<file path="src/rtl/jk_pkg.sv">
// Purpose: shared mode encodings for the JK register bank.
// Latency: n/a (constants only).
// Backpressure: none; no flow control in this block.
package jk_pkg;

    localparam logic [1:0] MODE_JK = 2'b00;  // per-bit J/K pass-through
    localparam logic [1:0] MODE_UP = 2'b01;  // binary up-counter
    localparam logic [1:0] MODE_DN = 2'b10;  // binary down-counter
    localparam logic [1:0] MODE_SH = 2'b11;  // shift left, serial input into bit 0

endpackage

</file>
<file path="src/rtl/jk_cell.sv">
// Purpose: single JK flip-flop with update enable and synchronous reset value.
// Latency: one clock from j/k to q.
// Backpressure: none; en=0 holds state.
// Ports: clk, rst (sync, active-high), en, j, k -> q.
module jk_cell #(
    parameter logic RST_VAL = 1'b0
) (
    input  logic clk,
    input  logic rst,
    input  logic en,
    input  logic j,
    input  logic k,
    output logic q
);

    always_ff @(posedge clk) begin
        if (rst) begin
            q <= RST_VAL;
        end else if (en) begin
            case ({j, k})
                2'b01:   q <= 1'b0;
                2'b10:   q <= 1'b1;
                2'b11:   q <= ~q;
                default: q <= q;
            endcase
        end
    end

endmodule

</file>
<file path="src/rtl/jk_reg_bank.sv">
// Purpose: bank of WIDTH JK cells operating as JK register, up/down counter or shifter.
// Latency: one clock inputs->q, zero q/mode->tc, one clock q change->chg.
// Backpressure: none; en=0 holds all state and clears chg.
// Ports: clk, rst, en, mode[1:0], j/k[WIDTH-1:0] -> q, qb, tc, chg.
module jk_reg_bank
    import jk_pkg::*;
#(
    parameter int                 WIDTH   = 4,
    parameter logic [WIDTH-1:0]   RST_VAL = '0
) (
    input  logic             clk,
    input  logic             rst,
    input  logic             en,
    input  logic [1:0]       mode,
    input  logic [WIDTH-1:0] j,
    input  logic [WIDTH-1:0] k,
    output logic [WIDTH-1:0] q,
    output logic [WIDTH-1:0] qb,
    output logic             tc,
    output logic             chg
);

    logic [WIDTH-1:0] up_t;       // bit toggles when all lower bits are 1
    logic [WIDTH-1:0] dn_t;       // bit toggles when all lower bits are 0
    logic [WIDTH-1:0] shift_src;  // value each bit takes in shift mode
    logic [WIDTH-1:0] eff_j;
    logic [WIDTH-1:0] eff_k;
    logic [WIDTH-1:0] flip;       // bits that will change on the next enabled edge
    logic             sin;

    always_comb begin
        up_t    = '0;
        dn_t    = '0;
        up_t[0] = 1'b1;
        dn_t[0] = 1'b1;
        for (int i = 1; i < WIDTH; i++) begin
            up_t[i] = up_t[i-1] & q[i-1];
            dn_t[i] = dn_t[i-1] & ~q[i-1];
        end
    end

    assign sin       = j[0] & ~k[0];
    assign shift_src = {q[WIDTH-2:0], sin};

    // Every mode is mapped onto per-cell J/K: counting uses J=K=toggle,
    // shifting uses set/clear from the neighbour so each cell loads a value.
    always_comb begin
        eff_j = j;
        eff_k = k;
        case (mode)
            MODE_UP: begin
                eff_j = up_t;
                eff_k = up_t;
            end
            MODE_DN: begin
                eff_j = dn_t;
                eff_k = dn_t;
            end
            MODE_SH: begin
                eff_j = shift_src;
                eff_k = ~shift_src;
            end
            default: begin
                eff_j = j;
                eff_k = k;
            end
        endcase
    end

    // A cell changes exactly when it is set while 0 or cleared/toggled while 1.
    assign flip = (eff_j & ~q) | (eff_k & q);

    for (genvar gi = 0; gi < WIDTH; gi++) begin : g_cell
        jk_cell #(
            .RST_VAL (RST_VAL[gi])
        ) u_cell (
            .clk (clk),
            .rst (rst),
            .en  (en),
            .j   (eff_j[gi]),
            .k   (eff_k[gi]),
            .q   (q[gi])
        );
    end

    always_ff @(posedge clk) begin
        if (rst) begin
            chg <= 1'b0;
        end else if (en) begin
            chg <= |flip;
        end else begin
            chg <= 1'b0;
        end
    end

    assign qb = ~q;
    assign tc = ((mode == MODE_UP) && (&q)) || ((mode == MODE_DN) && (~|q));

endmodule

</file>
<file path="config.mk">
export PLATFORM = sky130hd
export DESIGN_NAME = jk_reg_bank
export DESIGN_NICKNAME = d
export VERILOG_FILES = /design/src/rtl/jk_pkg.sv /design/src/rtl/jk_cell.sv /design/src/rtl/jk_reg_bank.sv
export SDC_FILE = /design/constraint.sdc
export NUM_CORES = 1
export LEC_CHECK = 0
export BUFFER_PORTS_ARGS = -buffer_cell sky130_fd_sc_hd__buf_4
export CORE_AREA = 2 2 39 41
export DETAILED_ROUTE_END_ITERATION = 6
export DIE_AREA = 0 0 41 43
export PLACE_DENSITY = 0.74
export SYNTH_ARGS = -nofsm -noshare
export SYNTH_HDL_FRONTEND = slang
export SYNTH_SLANG_ARGS = --single-unit
</file>
<file path="constraint.sdc">
create_clock -name clk -period 3.6 [get_ports clk]
set_clock_uncertainty 0.05 [all_clocks]
set_input_delay 0.18 -clock clk [delete_from_list [all_inputs] [get_ports clk]]
set_output_delay 0.18 -clock clk [all_outputs]
set_load 0.01 [all_outputs]
</file>
==> impl_results.md, run 1 <==
- Setup crit start: g_cell[0].u_cell.q
- Finished Layout Cells: 116
- Dpl hpwl: 1050 µm
- Most frequent cells in the layout: 22 x buf_4, 10 x nor2_1, 8 x o21ai_0, 5 x dfxtp_1
- Starting density of the core: 0.430
- Setup_tns: 0 ps
- Number of port buffers: 22
- Sink Count: 5
- Row count: 14
- Reg area: between 100 and 150 µm²
- Global placement routability congestion: 0.740
- Vias in the first global route: about 520
- Capturing element type of the critical path: flop
- Yosys warns: 0
- Clock Path Buffers: 2
- Pin count of the biggest net entering global routing: 24
- Final period utilization: 0.475
- Seq/Total Area, Yosys: 0.168
- Leading post-synthesis cells by cell area: dfxtp_1 17%, o21ai_0 6.7%, nor2_1 6.3%, buf_4 5.0%, nand2b_1 4.2%
- Relative slew margins: 0.683
- Worst Hold Class: input pin to flop
- Synthesized cell area: just under 600 µm²
- WHS Endpoint: chg
- Clock Latency Late Sink: 250 ps
- Final wirelength: around 1500 µm
- Final instance area: 738 µm²
- # IOs: 23
- Clock-pin slew on the worst setup and hold paths: roughly 50 ps
- Reg2reg start: g_cell[0].u_cell.q
- Antenna violations before repair: 0
- Share of cells above drive strength 1: 0.340
- Die Y: 43 µm
- Post-CTS Repair Setup Buffers: 0
- H-tree levels: 1
- Worst slew pin tran: around 480 ps
- Max-Cap Viols: 0
- Internal reg-to-reg setup slack: between 1500 and 2000 ps
- Synth Register Bits: 5
- Reg-to-reg critical path endpoint: chg
- Critical-path cell list: or4b_4 -> a21oi_2 -> o32a_2 -> a21oi_2 -> a211oi_2
- Post-Synthesis Cells: 85
- First-pass GRT wire length: 2240 µm
- Footprint of the multi-input gates: ~400 µm²
- Routed Antenna Nets: 0
- Crit path arrival time: 1830 ps
- Synth unique cells: 36
- CP Class: flop to flop
- Synth top area share: 0.168
- Ant. Diodes: 0
- CP Max Fanout: 15
- Num CTS Buffers: 3
- Status: complete, no violations
- # DRC: 0
- FF-to-FF path depth: 5
- Number of fill cells: 146
- Vias post-DR: 691
- Vias/cell: 5.96
- Critical Path RT: around 3700 ps
- Die width: 41 µm
- Area Overhead vs Synth: 23.9%
- Setup repair after global routing missed its margin: false
- Fin crit period: 1710 ps
- # setup viols final: 0
- Pleak: 0.000292 µW
- Commonest non-fill, non-tap cell in the layout: buf_4
- Post_cts resized: 0
- PD cells: 300 mW/mm²
- EDFF count, synth: 0
- Min-delay src: rst
- DRT Pass-1 Iters: 4
- Routed WL per cell: 12.8 µm
- Core area: ~0.0014 mm²
- Final core occ: 0.533
- Synth area leader: dfxtp_1
- Grt ovf: 0
- Final net count: 114
- Max-slew violation count: 0
- Peak supply drop: 0.123 mV
- Timing-limited maximum frequency: 585 MHz
- Mapped Nets: 98
- Hold Path Cell Cnt: 2
- Delay of the slowest critical-path stage: 580 ps
- Hold buffers post-CTS: 0
- FFs w/ async S/R, synth: 0
- Post-DP Area: approximately 700 µm²
- Critical path's most frequent cell: a21oi_2
- Die Footprint: 0.00176 mm²
- CTS tree: yes
- Slowest CP cell: or4b_4
- Placed Cells: between 100 and 150
- Fin. Hold Viols: 0
- Tot GR Track Use: 0.186
- Root Driver: clkbuf_4
- Critical path launch point type: flop
- Starting DRT DRC Count: 23
- Most common flop cell mapped by yosys: dfxtp_1
- Synth Area per Inst: 7.01 µm²
## routing by layer
metal  vias up  GRT usage  part of all wire
met1       315      0.252              0.45
met3         2     0.0157             0.081
li1        341          -                 -
met2        33      0.278              0.46
met5         -          0                 0
met4         0      0.100             0.011
## worst max path at each step
stage               cells past startpoint  end
finish                                  5  chg
global route                            4   tc
CTS                                     5  chg
detailed placement                      5  chg
global placement                        5  chg
floorplan                               6  chg
## critical path, delay by kind of cell, from the launching register on
| family | cells | cell delay, ps |
|---|---|---|
| DFF | 1 | 450 |
| and+or+nand+nor | 1 | 580 |
| AOI/OAI and AO/OA | 4 | 550 |
## flip-flops by register name (all words and copies together) (netlist names)
signal / flops
chg: 1
g_cell.u_cell.q: 4
## where the power goes
part / switching [µW] / internal (µW) / total, µW
logic: 40.1 / 43.1 / 83.2
clock network: 25.6 / 42.1 / 67.6
registers: 10.8 / 60.2 / 71.0
## cells by family (layout without fill, tap and decap cells)
logic type	count (synthesis)	after routing	share of synthesized area
AND/OR/NAND/NOR	32	32	0.290
flip-flops	5	5	0.168
buffers and inverters	16	31	0.147
AO/OA/AOI/OAI	32	32	0.395
## final cells by class
type                    count  area share
multi-input cells          64       0.553
repair buffers             22       0.224
flip-flops and latches      5       0.136
clock buffers               4      0.0356
well taps                  16      0.0271
inverters                   5      0.0254
## synth_stat cells, types with 2 or more instances
master,n
a211oi_1,2
a21oi_1,4
a21oi_2,2
buf_2,4
buf_4,4
clkbuf_1,2
dfxtp_1,5
inv_1,4
nand2_1,4
nand2b_1,4
nand3_1,4
nor2_1,10
nor2b_1,3
nor3_1,2
o21ai_0,8
o31ai_1,3
## per-stage QoR
| step | total power (µW) | setup WS (ps) | hold WS (ps) |
|---|---|---|---|
| after floorplan | 128 | 2080 | 195 |
| after global placement | 153 | 1960 | 341 |
| after detailed placement | 154 | 1940 | 340 |
| after CTS | 224 | 1890 | 81.6 |
| after global routing | 235 | 1810 | 87.6 |
| final | 222 | 1890 | 84.1 |
(Power assumes the default switching activity.)
==> run 2: changes to the inputs <==
CORE_AREA = unset   (was 2 2 39 41)
CORE_UTILIZATION = 42   (was unset)
DIE_AREA = unset   (was 0 0 41 43)
PLACE_DENSITY = 0.73   (was 0.74)
clock period = 1.5 ns   (was 3.6 ns; I/O delays follow)
==> impl_results.md, run 2 (synthesized netlist as in run 1, its figures left out) <==
- Status: complete, no violations
- Core area: 0.00132 mm² (-4.8%)
- Grt ovf: 0 (unchanged)
- # DRC: 0 (unchanged)
- Capturing element type of the critical path: flop
- Largest registers: g_cell.u_cell.q (4), chg (1)
- # setup viols final: 0 (unchanged)
- Share of cells above drive strength 1: 0.400 (+0.0600)
- Reg-to-reg critical path endpoint: chg
- Critical path launch point type: flop
- Delay of the slowest critical-path stage: 520 ps (-60 ps)
- Hold_ws: 34.9 ps (-49.2 ps)
- PD cells: 697 mW/mm² (+130%)
- Met3 Use GR: 0.0682 (+0.0525)
- Clock Path Buffers: 2 (unchanged)
- Die width: 39.7 µm (-3.3%)
- Critical path's most frequent cell: a21oi_2
- Critical-path cell list: or4b_4 -> a21oi_2 -> o32a_2 -> a21oi_2 -> a211oi_2
- Met1 GRT Util: 0.267 (+0.0145)
- Ant. Diodes: 0 (unchanged)
- H-tree levels: 1 (unchanged)
- Routed Antenna Nets: 0 (unchanged)
- Final net count: 119 (+4.4%)
- Fin. Hold Viols: 0 (unchanged)
- Pin count of the biggest net entering global routing: 24 (unchanged)
- Pleak: 0.000323 µW (+11%)
- Routed WL per cell: 13.2 µm (+2.6%)
- Clock-pin slew on the worst setup and hold paths: 50 ps (about the same)
- Starting density of the core: 0.452 (+0.0217)
- Peak supply drop: 0.502 mV (+310%)
- Area Overhead vs Synth: 33.0%
- Max reg flops: 4 (unchanged)
- Clock Latency Late Sink: 250 ps (about the same)
- Fin crit period: 1480 ps (-235 ps)
- Vias/cell: 5.83 (-2.2%)
- Stages on worst setup path: 5 (unchanged)
- Max-slew violation count: 0 (unchanged)
- Reg2reg start: g_cell[1].u_cell.q
- Die Y: 39.7 µm (-7.8%)
- Worst Hold Class: input pin to flop
- Gr busiest metal: met2
- Starting DRT DRC Count: 11 (-52%)
- Placed Cells: 115 (+2.7%)
- DRT Pass-1 Iters: 3 (-1)
- CTS tree: yes
- First-pass GRT wire length: 2380 µm (+6.2%)
- Dpl hpwl: 1140 µm (+8.5%)
- Largest Register: g_cell.u_cell.q
- Setup crit start: g_cell[1].u_cell.q
- Num CTS Buffers: 3 (unchanged)
- Vias post-DR: 699 (+1.2%)
- FF-to-FF path depth: 5 (unchanged)
- Global placement routability congestion: 0.731 (-1.2%)
- Timing-limited maximum frequency: 678 MHz (+16%)
- Critical Path RT: 1620 ps (-2100 ps)
- Die Footprint: 0.00157 mm² (-11%)
- Sink Count: 5 (unchanged)
- Internal reg-to-reg setup slack: 20 ps (-1860 ps)
- Final period utilization: 0.984 (+0.508)
- Met2 GRT Util: 0.389 (+0.111)
- CP Class: flop to flop
- Setup repair after global routing missed its margin: true
- Design Power: 552 µW (+150%)
- Vias in the first global route: 561 (+7.7%)
- CP Max Fanout: 2 (-13)
- Row count: 13 (-1)
- Commonest non-fill, non-tap cell in the layout: buf_4
- Slowest CP cell: or4b_4
- Number of port buffers: 22 (unchanged)
- Finished Layout Cells: 120 (+3.4%)
- Antenna violations before repair: 0 (unchanged)
- Max-Cap Viols: 0 (unchanged)
- Most frequent cells in the layout: 24 x buf_4, 9 x nor2_1, 8 x o21ai_0
- Relative slew margins: 0.791 (+0.109)
- # IOs: 23 (unchanged)
- CP delay by family, top: simple AND/OR/NAND/NOR gates
- Root Driver: clkbuf_4
- Crit path arrival time: 1600 ps (-230 ps)
- Final wirelength: 1580 µm (+6.2%)
- Worst slew pin tran: 313 ps (-162 ps)
- Critical Path Sink: chg
- CP bufs+invs: 0 (unchanged)
- Tot GR Track Use: 0.229 (+0.0425)
## run 2: cell types whose count changed in the layout (fill, tap and decap cells not counted), sizes merged
cell / before / now
dlygate4sd3: 0 / 1
clkinv: 0 / 1
clkbuf: 4 / 3
buf: 22 / 26
## run 2: layer usage
| metal | vias to the layer above | share of wire |
|---|---|---|
| li1 | 351 | - |
| met1 | 328 | 0.48 |
| met2 | 18 | 0.47 |
| met3 | 2 | 0.042 |
| met4 | 0 | 0.010 |
| met5 | - | 0 |
## run 2: worst register-to-register path, cell delays in order, from the launching register on
cell and delay [ps]:
dfxtp_2 320, or4b_4 520, a21oi_2 140, o32a_2 160, a21oi_2 40, a211oi_2 170
## run 2: cell type report
type	count	area, µm²
tap	15	18.8
sequential	5	101
fill	132	526
multi-input combinational	64	413
timing repair buffer	27	213
inverter	5	18.8
clock buffer	3	22.5
clock inverter	1	5.00
## run 2: worst min path at each step
stage | from | endpoint | cells past startpoint
floorplan | rst | chg | 1
global placement | rst | chg | 2
detailed placement | rst | chg | 2
CTS | en | g_cell[1].u_cell.q | 2
global route | en | g_cell[1].u_cell.q | 2
finish | en | g_cell[1].u_cell.q | 2
## run 2: through the flow
stage / util / setup TNS (ps) / instance area (µm²) / setup WS [ps]
floorplan: - / -24.3 / 596 / -24.3
global placement: 0.562 / 0 / 741 / 38.4
detailed placement: 0.562 / 0 / 741 / 16.7
CTS: 0.591 / 0 / 778 / 15.0
global route: 0.601 / -70.7 / 792 / -39.8
finish: 0.601 / 0 / 792 / 24.7
## run 2: where the power goes
group	switching, µW	internal (µW)	leakage, µW
combinational	122	119	0.000264
clock	61.2	96.8	0.0000177
sequential	8.12	145	0.0000416
## run 2: what timing repair did
item                                   4_1_cts  5_1_grt
endpoints found under the hold margin        5        0
pin swaps                                    3        3
setup buffers                                0        0
resized for setup                            0        5
setup endpoints to repair                    1        4
hold buffers                                 1        0
